[src/rtl/nrzi_rx.sv]
// NRZI receiver: transition-coded line decode, sync hunt, bit destuffing and LSB-first word assembly.
// Optional RX_PARITY_EN: an even-parity bit follows each word and gates its commit.
module nrzi_rx #(
  parameter int          DATA_W    = 8,
  parameter int          STUFF_LEN = 6,
  parameter logic [7:0]  SYNC_PAT  = 8'hD5
) (
  input  logic              CLK,
  input  logic              reset,
  input  logic              rx_en,
  input  logic              bit_en,
  input  logic              line_in,
  input  logic              data_ack,
  output logic [DATA_W-1:0] data_out,
  output logic              data_valid,
  output logic              in_frame,
  output logic              stuff_err,
  output logic              overrun,
  output logic              parity_err
);

  localparam int BW = $clog2(DATA_W + 2);
  localparam int ZW = $clog2(STUFF_LEN + 1);
  localparam logic [ZW-1:0] ZMAX  = ZW'(STUFF_LEN);
  localparam logic [BW-1:0] BLAST = BW'(DATA_W - 1);
`ifdef RX_PARITY_EN
  localparam logic [BW-1:0] BPAR  = BW'(DATA_W);
`endif

  typedef enum logic {IDLE, DATA} state_t;

  state_t              state_q, state_d;
  logic                prev_line_q, prev_line_d;
  logic [7:0]          sync_sr_q, sync_sr_d;
  logic [DATA_W-1:0]   word_q, word_d;
  logic [BW-1:0]       bcnt_q, bcnt_d;
  logic [ZW-1:0]       zcnt_q, zcnt_d;
  logic [DATA_W-1:0]   data_out_q, data_out_d;
  logic                data_valid_q, data_valid_d;
  logic                stuff_err_q, stuff_err_d;
  logic                overrun_q, overrun_d;
`ifdef RX_PARITY_EN
  logic                parity_err_q, parity_err_d;
`endif

  logic                bit_v;
  logic                commit;
  logic [DATA_W-1:0]   commit_word;

  always_comb begin
    state_d      = state_q;
    prev_line_d  = prev_line_q;
    sync_sr_d    = sync_sr_q;
    word_d       = word_q;
    bcnt_d       = bcnt_q;
    zcnt_d       = zcnt_q;
    data_out_d   = data_out_q;
    data_valid_d = data_valid_q;
    stuff_err_d  = 1'b0;
    overrun_d    = 1'b0;
`ifdef RX_PARITY_EN
    parity_err_d = 1'b0;
`endif
    commit       = 1'b0;
    commit_word  = word_q;
    bit_v        = line_in ^ prev_line_q;

    // Line history tracks every sample so decode stays aligned across aborts.
    if (bit_en) prev_line_d = line_in;
    if (data_ack && data_valid_q) data_valid_d = 1'b0;

    if (!rx_en) begin
      state_d   = IDLE;
      sync_sr_d = '0;
      word_d    = '0;
      bcnt_d    = '0;
      zcnt_d    = '0;
    end else if (bit_en) begin
      case (state_q)
        IDLE: begin
          sync_sr_d = {bit_v, sync_sr_q[7:1]};
          if (sync_sr_d == SYNC_PAT) begin
            state_d = DATA;
            word_d  = '0;
            bcnt_d  = '0;
            zcnt_d  = '0;
          end
        end
        DATA: begin
          if (zcnt_q == ZMAX) begin
            if (bit_v) begin
              zcnt_d = '0;
            end else begin
              stuff_err_d = 1'b1;
              state_d     = IDLE;
              sync_sr_d   = '0;
              word_d      = '0;
              bcnt_d      = '0;
              zcnt_d      = '0;
            end
          end else begin
            zcnt_d = bit_v ? '0 : zcnt_q + 1'b1;
`ifdef RX_PARITY_EN
            if (bcnt_q == BPAR) begin
              bcnt_d = '0;
              if ((^word_q) ^ bit_v) parity_err_d = 1'b1;
              else begin
                commit      = 1'b1;
                commit_word = word_q;
              end
            end else begin
              word_d = {bit_v, word_q[DATA_W-1:1]};
              bcnt_d = bcnt_q + 1'b1;
            end
`else
            word_d = {bit_v, word_q[DATA_W-1:1]};
            if (bcnt_q == BLAST) begin
              bcnt_d      = '0;
              commit      = 1'b1;
              commit_word = word_d;
            end else begin
              bcnt_d = bcnt_q + 1'b1;
            end
`endif
          end
        end
        default: state_d = IDLE;
      endcase
    end

    // A fresh word always wins over a same-cycle ack.
    if (commit) begin
      data_out_d   = commit_word;
      data_valid_d = 1'b1;
      overrun_d    = data_valid_q && !data_ack;
    end
  end

  always_ff @(posedge CLK) begin
    if (reset) begin
      state_q      <= IDLE;
      prev_line_q  <= 1'b1;
      sync_sr_q    <= '0;
      word_q       <= '0;
      bcnt_q       <= '0;
      zcnt_q       <= '0;
      data_out_q   <= '0;
      data_valid_q <= 1'b0;
      stuff_err_q  <= 1'b0;
      overrun_q    <= 1'b0;
`ifdef RX_PARITY_EN
      parity_err_q <= 1'b0;
`endif
    end else begin
      state_q      <= state_d;
      prev_line_q  <= prev_line_d;
      sync_sr_q    <= sync_sr_d;
      word_q       <= word_d;
      bcnt_q       <= bcnt_d;
      zcnt_q       <= zcnt_d;
      data_out_q   <= data_out_d;
      data_valid_q <= data_valid_d;
      stuff_err_q  <= stuff_err_d;
      overrun_q    <= overrun_d;
`ifdef RX_PARITY_EN
      parity_err_q <= parity_err_d;
`endif
    end
  end

  assign data_out   = data_out_q;
  assign data_valid = data_valid_q;
  assign in_frame   = (state_q == DATA);
  assign stuff_err  = stuff_err_q;
  assign overrun    = overrun_q;
`ifdef RX_PARITY_EN
  assign parity_err = parity_err_q;
`else
  assign parity_err = 1'b0;
`endif

endmodule
[config.mk]
export PLATFORM = sky130hd
export DESIGN_NAME = nrzi_rx
export DESIGN_NICKNAME = d
export VERILOG_FILES = /design/src/rtl/nrzi_rx.sv
export SDC_FILE = /design/constraint.sdc
export NUM_CORES = 1
export LEC_CHECK = 0
export CORE_MARGIN = 2
export CORE_UTILIZATION = 39
export DETAILED_ROUTE_END_ITERATION = 10
export PLACE_DENSITY = 0.7
export SYNTH_ARGS = -nofsm -noshare
export SYNTH_HDL_FRONTEND = slang
export SYNTH_SLANG_ARGS = --single-unit
[constraint.sdc]
create_clock -name CLK -period 2.58 [get_ports CLK]
set_input_delay 0.516 -clock CLK [delete_from_list [all_inputs] [get_ports CLK]]
set_output_delay 0.516 -clock CLK [all_outputs]
set_load 0.05 [all_outputs]
# After elaboration in Yosys (flattened, before gate mapping)
# Index checks and enable logic that the tools add are counted.
[totals]
regBits = 36
input_bits = 6
output_inout_bits = 13
wordCells = 67
[op_classes]
n_addsub = 2
eq_ne = 7
muxes = 32
bitwise = 6
reduce_logical = 10
[op_table]
columns = ["operator", "count"]
rows = [
  ["$mux 8", 9],
  ["$pmux 8 s2", 2],
  ["$mux 4", 4],
  ["$mux 1", 11],
  ["$mux 3", 3],
  ["$eq 8x8->1 const B", 1],
  ["$pmux 4 s2", 1],
  ["$pmux 3 s2", 1],
  ["$reduce_and 3->1", 2],
  ["$not 1->1", 5],
  ["$reduce_or 5->1", 1],
  ["$add 4x1->4 const B", 1],
  ["$eq 4x3->1 const B", 1],
  ["$ne 2x2->1 const B", 2],
  ["$reduce_or 2->1", 2],
  ["$add 3x1->3 const B", 1],
  ["$eq 3x3->1 const B", 1],
  ["$ne 3x3->1 const B", 1],
  ["$logic_and 1x1->1", 2],
  ["$ne 2x1->1 const B", 1],
  ["$pmux 1 s2", 1],
  ["$reduce_and 2->1", 1],
  ["$reduce_bool 2->1", 1],
  ["$logic_not 1->1", 1],
  ["$xor 1x1->1", 1],
]

# Longest topological paths before layout
# Gate-level depths: netlist of the first run.
[depth]
depth_word = 8
ltp_mapped = 7
ltp_nobuf = 6

# Worst setup path after synthesis of the first run
# Ideal clock, no wire load.
[synth_path]
kind = "register to register"
from = "register state_q (netlist: in_frame)"
to = "register data_out_q[0] (netlist: data_out[0])"
setup_ns = 0.128
arrival_ns = 1.731
required_time_ns = 2.452
slack_ns = 0.721
path_stages_with_launch = 6
n_path_buf = 1
synth_period_minus_slack_ns = 1.859
cell_sequence = "dfxtp_1 nand2_2 or4b_4 buf_6 mux2i_1 nor2_1"
[synth_between]
elab_chain_len = 3
word_cells_on_any_way = 6
cone_classes = "mux (6)"
[synth_lines]
columns = ["item", "line_no", "rtl"]
rows = [
  ["from (decl)", "32", "state_t state_q, state_d;"],
  ["from (signal assigned)", "155", "state_q <= state_d;"],
  ["$mux 8 or $mux 1 (tied branches)", "79", "case (state_q)"],
  ["$mux 8 or $mux 1 (tied branches)", "78", "end else if (bit_en) begin"],
  ["$mux 8 or $mux 1 (tied branches)", "72", "if (!rx_en) begin"],
  ["to (signal assigned)", "161", "data_out_q <= data_out_d;"],
  ["to (decl)", "38", "logic [DATA_W-1:0] data_out_q, data_out_d;"],
]
# Several ways; a longest one is shown, not always the timed one.
# A chain may end at the register's enable or synchronous reset.

# Worst setup path in the final report of the first run
[layout_path]
from = "register state_q (netlist: in_frame)"
to = "output in_frame"
[layout_lines]
columns = ["item", "line_no", "rtl"]
rows = [
  ["to (decl)", "16", "output logic in_frame,"],
]
# No word-level cell between the ends.

==> impl_metrics.csv, run 1 <==
group,metric,value,unit
place,gp_congestion,0.843,
synth,ys_warn_count,0,
worst_setup_path,worstSetupPathType,"flip-flop to output pin",
die,pin_count,19,
worst_setup_path,critical_path_arrival,1650,ps
outcome,status,"complete, no violations",
clocking,cts_made_buffers,5,
clocking,cts_resized,0,
global_route,grt_pass1_vias,1124,
global_route,antenna_found_initial,0,
synth,ys_types,37,
synth,syn_area,1440,µm²
layout,diodes,0,
worst_setup_path,cp_max_fo,9,
worst_setup_path,slowest_stage,"clkdlybuf4s50_1",
routing,drc,0,
synth,avgSynthCellArea,9.68,µm²
worst_setup_path,cp-end-kind,"output pin",
synth,synth_edf_count,0,
clocking,root_buffer,"clkbuf_8",
clocking,cts_setup_buffers,0,
layout,final_area,1750,µm²
power,total_power,0.000972,W
worst_setup_path,crit_buf_inv,1,
clocking,clk_latency,280,ps
min_path,hp-class,"flip-flop to flip-flop",
timing,relSlewSlack,0.616,
die,die_x,64.8,µm
layout,final_common_cell,"dfxtp_1",
routing,viasPerCell,5.25,
power,power_density,557,nW/µm²
clocking,cts_hold_buf,0,
place,port_buffers,17,
timing,setup_violations,0,
worst_setup_path,max_stage_delay,870,ps
layout,drive_gt1_frac,0.100,
layout,final_util,0.484,
clocking,cts_max_path_buffers,2,
routing,routedWlPerCell,13.1,µm
timing,min_period,2160,ps
worst_setup_path,cp_top_family,"buffers and inverters",
worst_setup_path,cp_cell_sequence,"clkdlybuf4s50_1",
synth,syn-num-nets,158,
global_route,grt_usage,0.147,
die,die_h,64.8,µm
worst_setup_path,crit_path_start_kind,"flip-flop",
power,p_leak,0.736,nW
synth,yosys_register_bits,34,
routing,antenna_left,0,
routing,dr.first_iter.drc_count,65,
die,start_util,0.400,
synth,yosysSeqAreaShare,0.472,
layout,area_growth,21.0,%
clocking,cts_tree,"built",
timing,tightest_slew,572,ps
routing,dr.pass1.iters,4,
timing,final_hold_viol_count,0,
clocking,clock-sinks,34,
die,rows,22,
place,place_area,1650,µm²
synth,netlist_instances,149,
place,dp_hpwl,2100,µm
timing,finalCritPeriodShare,0.838,
timing,fin_skew,6.41,ps
power,ir_drop,0.330,mV
routing,drt-total-wl,2860,µm
timing,setup_tns,0,ps
layout,layout.nets,178,
worst_setup_path,critical_path_required,2060,ps
timing,fmax,462,MHz
timing,rsz0062_at_grt,"no",
die,core,3610,µm²
timing,whs,470,ps
clocking,htreeDepth,2,
timing,maxSlewViolCount,0,
synth,async_reset_ff_frac,0,
synth,synth-main-ff-cell,"dfxtp_1",
die,die-area,4200,µm²
routing,vias,1144,
global_route,grt_start_max_net_pins,15,
layout,layout_common_cells,"dfxtp_1, nand2_1, clkdlybuf4s50_1",
global_route,overflow,0,
clocking,clkTransAtPathRegs,70,ps
flow_run,drv_cap,0,
global_route,grt_first_pass_wirelength,4750,µm
==> sequential cells by signal (all words and copies together), names as in the netlist <==
signal and count:
bcnt_q 4, data_out 8, data_valid 1, in_frame 1
overrun 1, prev_line_q 1, stuff_err 1, sync_sr_q 7
word_q 7, zcnt_q 3
==> synthesized netlist by cell type, types with 2 or more instances <==
| master | n | area share |
|---|---|---|
| nand2b_1 | 4 | 0.017 |
| a31o_2 | 2 | 0.012 |
| buf_6 | 2 | 0.016 |
| a21oi_1 | 5 | 0.017 |
| nor2_1 | 12 | 0.031 |
| mux2i_1 | 15 | 0.10 |
| dfxtp_1 | 34 | 0.47 |
| a31oi_1 | 2 | 0.0087 |
| nor2b_1 | 2 | 0.0087 |
| o21ai_0 | 3 | 0.010 |
| ha_1 | 3 | 0.026 |
| nor3_1 | 5 | 0.017 |
| inv_1 | 3 | 0.0078 |
| and3_1 | 3 | 0.013 |
| nand3_1 | 2 | 0.0069 |
| nand3b_1 | 2 | 0.010 |
| o22ai_1 | 3 | 0.013 |
| a22o_1 | 7 | 0.042 |
| clkbuf_1 | 3 | 0.0078 |
| buf_4 | 2 | 0.010 |
| nand2_1 | 18 | 0.047 |
| o21a_1 | 2 | 0.010 |
==> final cells by class <==
type / instances / area [µm²]
Clock inverter: 2 / 12.5
Timing Repair Buffer: 21 / 200
Multi-Input combinational cell: 104 / 698
Clock buffer: 6 / 82.6
Sequential cell: 34 / 681
Inverter: 3 / 11.3
Fill cell: 330 / 1860
Tap cell: 48 / 60.1
==> kinds of logic after synthesis <==
family                   Yosys count  synth area share
AND/OR/NAND/NOR                   55             0.201
flip-flops                        34             0.472
AO/OA/AOI/OAI                     28             0.138
multiplexers                      15             0.104
buffers and inverters             11            0.0442
adder cells (fa/ha/maj)            3            0.0260
XOR/XNOR                           2            0.0121
other                              1           0.00260
==> metrics by stage <==
stage	cells	setup WS, ps
after floorplan	149	721
after global placement	210	249
after detailed placement	210	225
after CTS	218	410
after global routing	218	352
final	218	417
==> per-layer routing <==
layer	GRT usage	up-vias	part of all wire
met3	0.0417	5	0.051
met4	0.0878	0	0.016
li1	-	561	-
met5	0	-	0
met1	0.163	541	0.45
met2	0.250	37	0.48
==> final timing paths <==
path / to / slack (ps) / start / depth (start not counted)
worst min-delay path: word_q[1]$_SDFFE_PP0P_ / 470 / word_q[1]$_SDFFE_PP0P_ / 2
worst max-delay path: in_frame / 420 / in_frame$_SDFFE_PP0P_ / 1
worst min register to register: word_q[1]$_SDFFE_PP0P_ / 470 / word_q[1]$_SDFFE_PP0P_ / 2
worst max register to register: data_out[0]$_SDFFE_PP0P_ / 780 / zcnt_q[0]$_SDFFE_PP0P_ / 6
==> power breakdown <==
part / total, W / leakage [nW] / switching (W) / internal [W]
combinational: 0.0000434 / 0.415 / 0.0000276 / 0.0000158
sequential: 0.000529 / 0.274 / 0.00000185 / 0.000527
clock: 0.000400 / 0.0472 / 0.000186 / 0.000214
total: 0.000972 / 0.736 / 0.000216 / 0.000757
==> worst min-delay path, cell delays in order (launching register included) <==
cell     delay (ps)
dfxtp_1         320
nand2_1          50
mux2i_1          50
Power figures use the tool's default switching activity.
==> run 2, diff against run 1 <==
- PLACE_DENSITY: 0.7 -> 0.72
- clock period: 2.58 -> 1.9 ns (I/O delays scaled with it)
==> run 2 against run 1 <==
Critical path depth unchanged. Clock power up 34%. Setup slack worse by 330 ps. Via count up 2.7%. Combinational power up 71%. Clock skew down 3.1 ps. Highest routed layer unchanged. Count of clock-buffer cells in the layout up 1. Largest power group unchanged. Flip-flop and latch count unchanged. Routed wire length up 0.42%. Total power up 37%. Hold slack better by 5.6 ps. Global-route usage up 0.87 points.
==> impl_metrics.csv, run 2 (synthesized netlist as in run 1, its figures left out) <==
group,metric,value,unit
worst_setup_path,critical_path_required,1520,ps
power,p_leak,0.796,nW
clocking,htreeDepth,2,
routing,dr.first_iter.drc_count,30,
worst_setup_path,crit_path_start_kind,"flip-flop",
worst_setup_path,crit_buf_inv,1,
timing,min_period,1810,ps
min_path,hp-class,"flip-flop to flip-flop",
timing,final_hold_viol_count,0,
die,pin_count,19,
place,pre_cts_ws,-137,ps
clocking,cts_hold_buf,0,
die,die_x,64.8,µm
clocking,cts_made_buffers,5,
timing,finalCritPeriodShare,0.955,
timing,timing.final.ws_setup,85.1,ps
timing,rsz0062_at_grt,"no",
clocking,cts_resized,0,
clocking,clock-sinks,34,
global_route,grt_start_max_net_pins,12,
clocking,clkTransAtPathRegs,60,ps
worst_setup_path,cp-end-kind,"output pin",
layout,diodes,0,
layout,final_util,0.507,
global_route,grt_usage,0.156,
clocking,root_buffer,"clkbuf_8",
layout,largest_reg_flops,8,
routing,antenna_left,0,
timing,relSlewSlack,0.667,
die,start_util,0.400,
worst_setup_path,max_stage_delay,810,ps
routing,viasPerCell,5.11,
timing,setup_violations,0,
routing,drc,0,
global_route,antenna_found_initial,0,
die,die_h,64.8,µm
timing,fin_skew,3.33,ps
global_route,overflow,0,
layout,final_common_cell,"dfxtp_1",
power,ir_drop,0.395,mV
global_route,grt_pass1_vias,1165,
worst_setup_path,slowest_stage,"clkdlybuf4s50_1",
worst_setup_path,cp_top_family,"buffers and inverters",
layout,drive_gt1_frac,0.159,
timing,maxSlewViolCount,0,
place,gp_congestion,0.814,
worst_setup_path,critical_path_arrival,1430,ps
clocking,cts_max_path_buffers,2,
outcome,status,"complete, no violations",
routing,dr.pass1.iters,4,
routing,drt-total-wl,2870,µm
layout,layout_common_cells,"dfxtp_1, nand2_1, buf_4",
worst_setup_path,cp_cell_sequence,"clkdlybuf4s50_1",
clocking,cts_setup_buffers,0,
layout,multi_input_area,698,µm²
routing,vias,1175,
die,rows,22,
power,power_density,727,nW/µm²
layout,seq_area,681,µm²
timing,fmax,551,MHz
die,die-area,4200,µm²
layout,area_growth,26.8,%
clocking,cts_tree,"built",
flow_run,drv_cap,0,
worst_setup_path,worstSetupPathType,"flip-flop to output pin",
global_route,grt_first_pass_wirelength,4980,µm
place,port_buffers,17,
clocking,clk_latency,290,ps
timing,tightest_slew,498,ps
place,dp_hpwl,2230,µm
layout,layout.nets,190,
worst_setup_path,cp_max_fo,2,
layout,fill_cells,337,
die,core,3610,µm²
routing,routedWlPerCell,12.5,µm
run 2: changes by cell type in the layout (fill, tap and decap cells not counted), sizes merged:
cell | previous run | this run
buf | 4 | 17
clkbuf | 6 | 7
clkdlybuf4s50 | 17 | 16
clkinvlp | 1 | 0
run 2: per-layer routing:
layer  track usage  vias up  share of wire
met2         0.296       20           0.52
met5             0        -              0
met3        0.0573        5          0.043
met4        0.0638        0          0.020
li1              -      590              -
met1         0.149      560           0.42
run 2: area by class of cell:
cell class / instances / area share
inverters: 3 / 0.00616
clock inverters: 1 / 0.00274
repair buffers: 33 / 0.157
clock buffers: 7 / 0.0472
well taps: 48 / 0.0328
flip-flops and latches: 34 / 0.372
multi-input cells: 104 / 0.382
run 2: through the flow:
| step | hold slack (ps) | power, W | TNS [ps] | area, µm² | std cells |
|---|---|---|---|---|---|
| final | 476 | 0.00133 | 0 | 1830 | 230 |
| after global routing | 502 | 0.00139 | 0 | 1830 | 230 |
| after CTS | 474 | 0.00135 | 0 | 1830 | 230 |
| after detailed placement | 465 | 0.000807 | -1160 | 1740 | 222 |
| after global placement | 449 | 0.000806 | -692 | 1740 | 222 |
| after floorplan | 437 | 0.000770 | 0 | 1440 | 149 |
run 2: worst register-to-register path, stage by stage, from the launching register on:
cell and delay, ps:
dfxtp_1 380, inv_1 60, ha_1 270, nand2_1 130
or4b_4 590, mux2i_1 210, nor2_1 60
run 2: power breakdown:
part / switching, W / internal [W]
logic: 0.0000395 / 0.0000345
registers: 0.00000241 / 0.000715
clock network: 0.000246 / 0.000292
total: 0.000288 / 0.00104
run 2: worst paths after layout:
check	cells after the start	endpoint	start	slack, ps
max	1	data_out[4]	data_out[4]$_SDFFE_PP0P_	90
max reg2reg	6	data_out[0]$_SDFFE_PP0P_	zcnt_q[0]$_SDFFE_PP0P_	100
min reg2reg	2	word_q[5]$_SDFFE_PP0P_	word_q[6]$_SDFFE_PP0P_	480
min	2	word_q[5]$_SDFFE_PP0P_	word_q[6]$_SDFFE_PP0P_	480
==> run 3, diff against run 2 <==
- ABC_AREA: unset -> 0
- GPL_TIMING_DRIVEN: unset -> 0
==> run 3 against run 2 <==
Sequential share of layout area rose by 0.33 points. Total power shrank 0.32%. Combinational power decreased by 5.3%. Utilization is 0.45 points lower. Flip-flop and latch count did not move. Die area did not move. Count of clock-buffer cells in the layout stayed put. Routed wire length increased by 0.45%. Global-route usage is 0.12 points lower. Critical path depth rose by 5. First-iteration DRC count is 13% higher. Hold slack worse by 14 ps. Largest cell class unchanged.
==> impl_metrics.csv, run 3 (synthesized netlist as in run 1, its figures left out) <==
group,metric,value,unit
timing,whs,462,ps
die,die_h,64.8,µm
worst_setup_path,reg2reg_slack,110,ps
die,pin_count,19,
worst_setup_path,cp-end-kind,"flip-flop",
timing,maxSlewViolCount,0,
worst_setup_path,cp_cell_sequence,"clkdlybuf4s50_1, xnor2_2, nor4_4, nor2_1, buf_6, a31o_2",
timing,fmax,541,MHz
place,port_buffers,17,
clocking,cts_made_buffers,5,
die,die-area,4200,µm²
worst_setup_path,crit_path_start_kind,"input pin",
worst_setup_path,critical_path_arrival,2030,ps
die,start_util,0.400,
global_route,grt_first_pass_wirelength,4970,µm
power,ir_drop,0.495,mV
timing,min_period,1850,ps
timing,setup_violations,0,
timing,setup_tns,0,ps
place,dp_hpwl,2100,µm
worst_setup_path,worstSetupPathType,"input pin to flip-flop",
clocking,cts_hold_buf,0,
worst_setup_path,max_stage_delay,510,ps
clocking,clock-sinks,34,
layout,area_growth,25.7,%
layout,largest_reg_flops,8,
routing,dr.pass1.iters,5,
routing,dr.first_iter.drc_count,34,
global_route,antenna_found_initial,0,
clocking,clkTransAtPathRegs,60,ps
layout,layout.nets,185,
worst_setup_path,cp_max_fo,9,
die,rows,22,
die,core,3610,µm²
clocking,root_buffer,"clkbuf_8",
timing,finalCritPeriodShare,0.973,
routing,drt-total-wl,2880,µm
routing,vias,1161,
worst_setup_path,slowest_stage,"clkdlybuf4s50_1",
worst_setup_path,cp_top_family,"buffers and inverters",
global_route,overflow,0,
layout,final_common_cell,"dfxtp_1",
timing,final_hold_viol_count,0,
layout,final_area,1810,µm²
routing,drc,0,
timing,rsz0062_at_grt,"no",
clocking,cts_tree,"built",
layout,drive_gt1_frac,0.141,
timing,timing.final.ws_setup,51.4,ps
place,pre_cts_ws,-356,ps
power,p_leak,0.788,nW
flow_run,drv_cap,0,
place,place_area,1670,µm²
die,die_x,64.8,µm
routing,antenna_left,0,
global_route,grt_start_max_net_pins,11,
clocking,cts_max_path_buffers,2,
layout,fill_cells,338,
layout,layout_common_cells,"dfxtp_1, nand2_1, mux2i_1, clkdlybuf4s50_1, nor2_1",
global_route,grt_usage,0.155,
routing,routedWlPerCell,12.8,µm
outcome,status,"complete, no violations",
min_path,hp-class,"flip-flop to flip-flop",
clocking,htreeDepth,2,
routing,viasPerCell,5.16,
place,gp_congestion,0.773,
worst_setup_path,crit_buf_inv,2,
power,power_density,731,nW/µm²
global_route,grt_pass1_vias,1166,
clocking,clk_latency,280,ps
layout,diodes,0,
timing,fin_skew,3.80,ps
worst_setup_path,critical_path_required,2080,ps
-- run 3: power breakdown --
part	switching (W)	internal, W
sequential	0.00000352	0.000715
clock	0.000245	0.000292
combinational	0.0000404	0.0000298
total	0.000289	0.00104
-- run 3: layer usage --
metal	vias to the layer above	routed length (µm)	track usage	part of all wire
met5	-	0	0	0
met3	8	157	0.0417	0.054
li1	579	-	-	-
met2	34	1400	0.274	0.48
met1	540	1260	0.164	0.44
met4	0	71	0.0878	0.025
-- run 3: worst paths after layout --
| kind | depth (start not counted) | start | end |
|---|---|---|---|
| worst max register to register | 6 | zcnt_q[0]$_SDFFE_PP0P_ | data_out[1]$_SDFFE_PP0P_ |
| worst min-delay path | 2 | word_q[1]$_SDFFE_PP0P_ | word_q[1]$_SDFFE_PP0P_ |
| worst min register to register | 2 | word_q[1]$_SDFFE_PP0P_ | word_q[1]$_SDFFE_PP0P_ |
| worst max-delay path | 6 | line_in | bcnt_q[0]$_SDFFE_PP0P_ |
-- run 3: metrics by stage --
| stage | instances | utilization | power [W] |
|---|---|---|---|
| after floorplan | 149 | - | 0.000770 |
| after global placement | 214 | 0.464 | 0.000791 |
| after detailed placement | 214 | 0.464 | 0.000792 |
| after CTS | 222 | 0.491 | 0.00133 |
| after global routing | 225 | 0.503 | 0.00138 |
| final | 225 | 0.503 | 0.00133 |
-- run 3: worst min-delay path, cell delays in order, from the launching register on --
cell and delay (ps):
dfxtp_1 310, nand2_1 50, mux2i_1 50
-- run 3: timing repair --
item                                    CTS  global route
endpoints found under the setup margin    8            21
resized for setup                         3             8
gates cloned                              0             0
setup buffers                             0             4
-- run 3: layout make-up --
cell class | instances | area [µm²] | area share
multi-input combinational | 104 | 722 | 0.398
sequential | 34 | 681 | 0.375
timing repair buffer | 21 | 201 | 0.111
clock buffer | 7 | 86.3 | 0.0476
tap | 48 | 60.1 | 0.0331
buffer | 7 | 46.3 | 0.0255
inverter | 3 | 11.3 | 0.00621
clock inverter | 1 | 5.00 | 0.00276
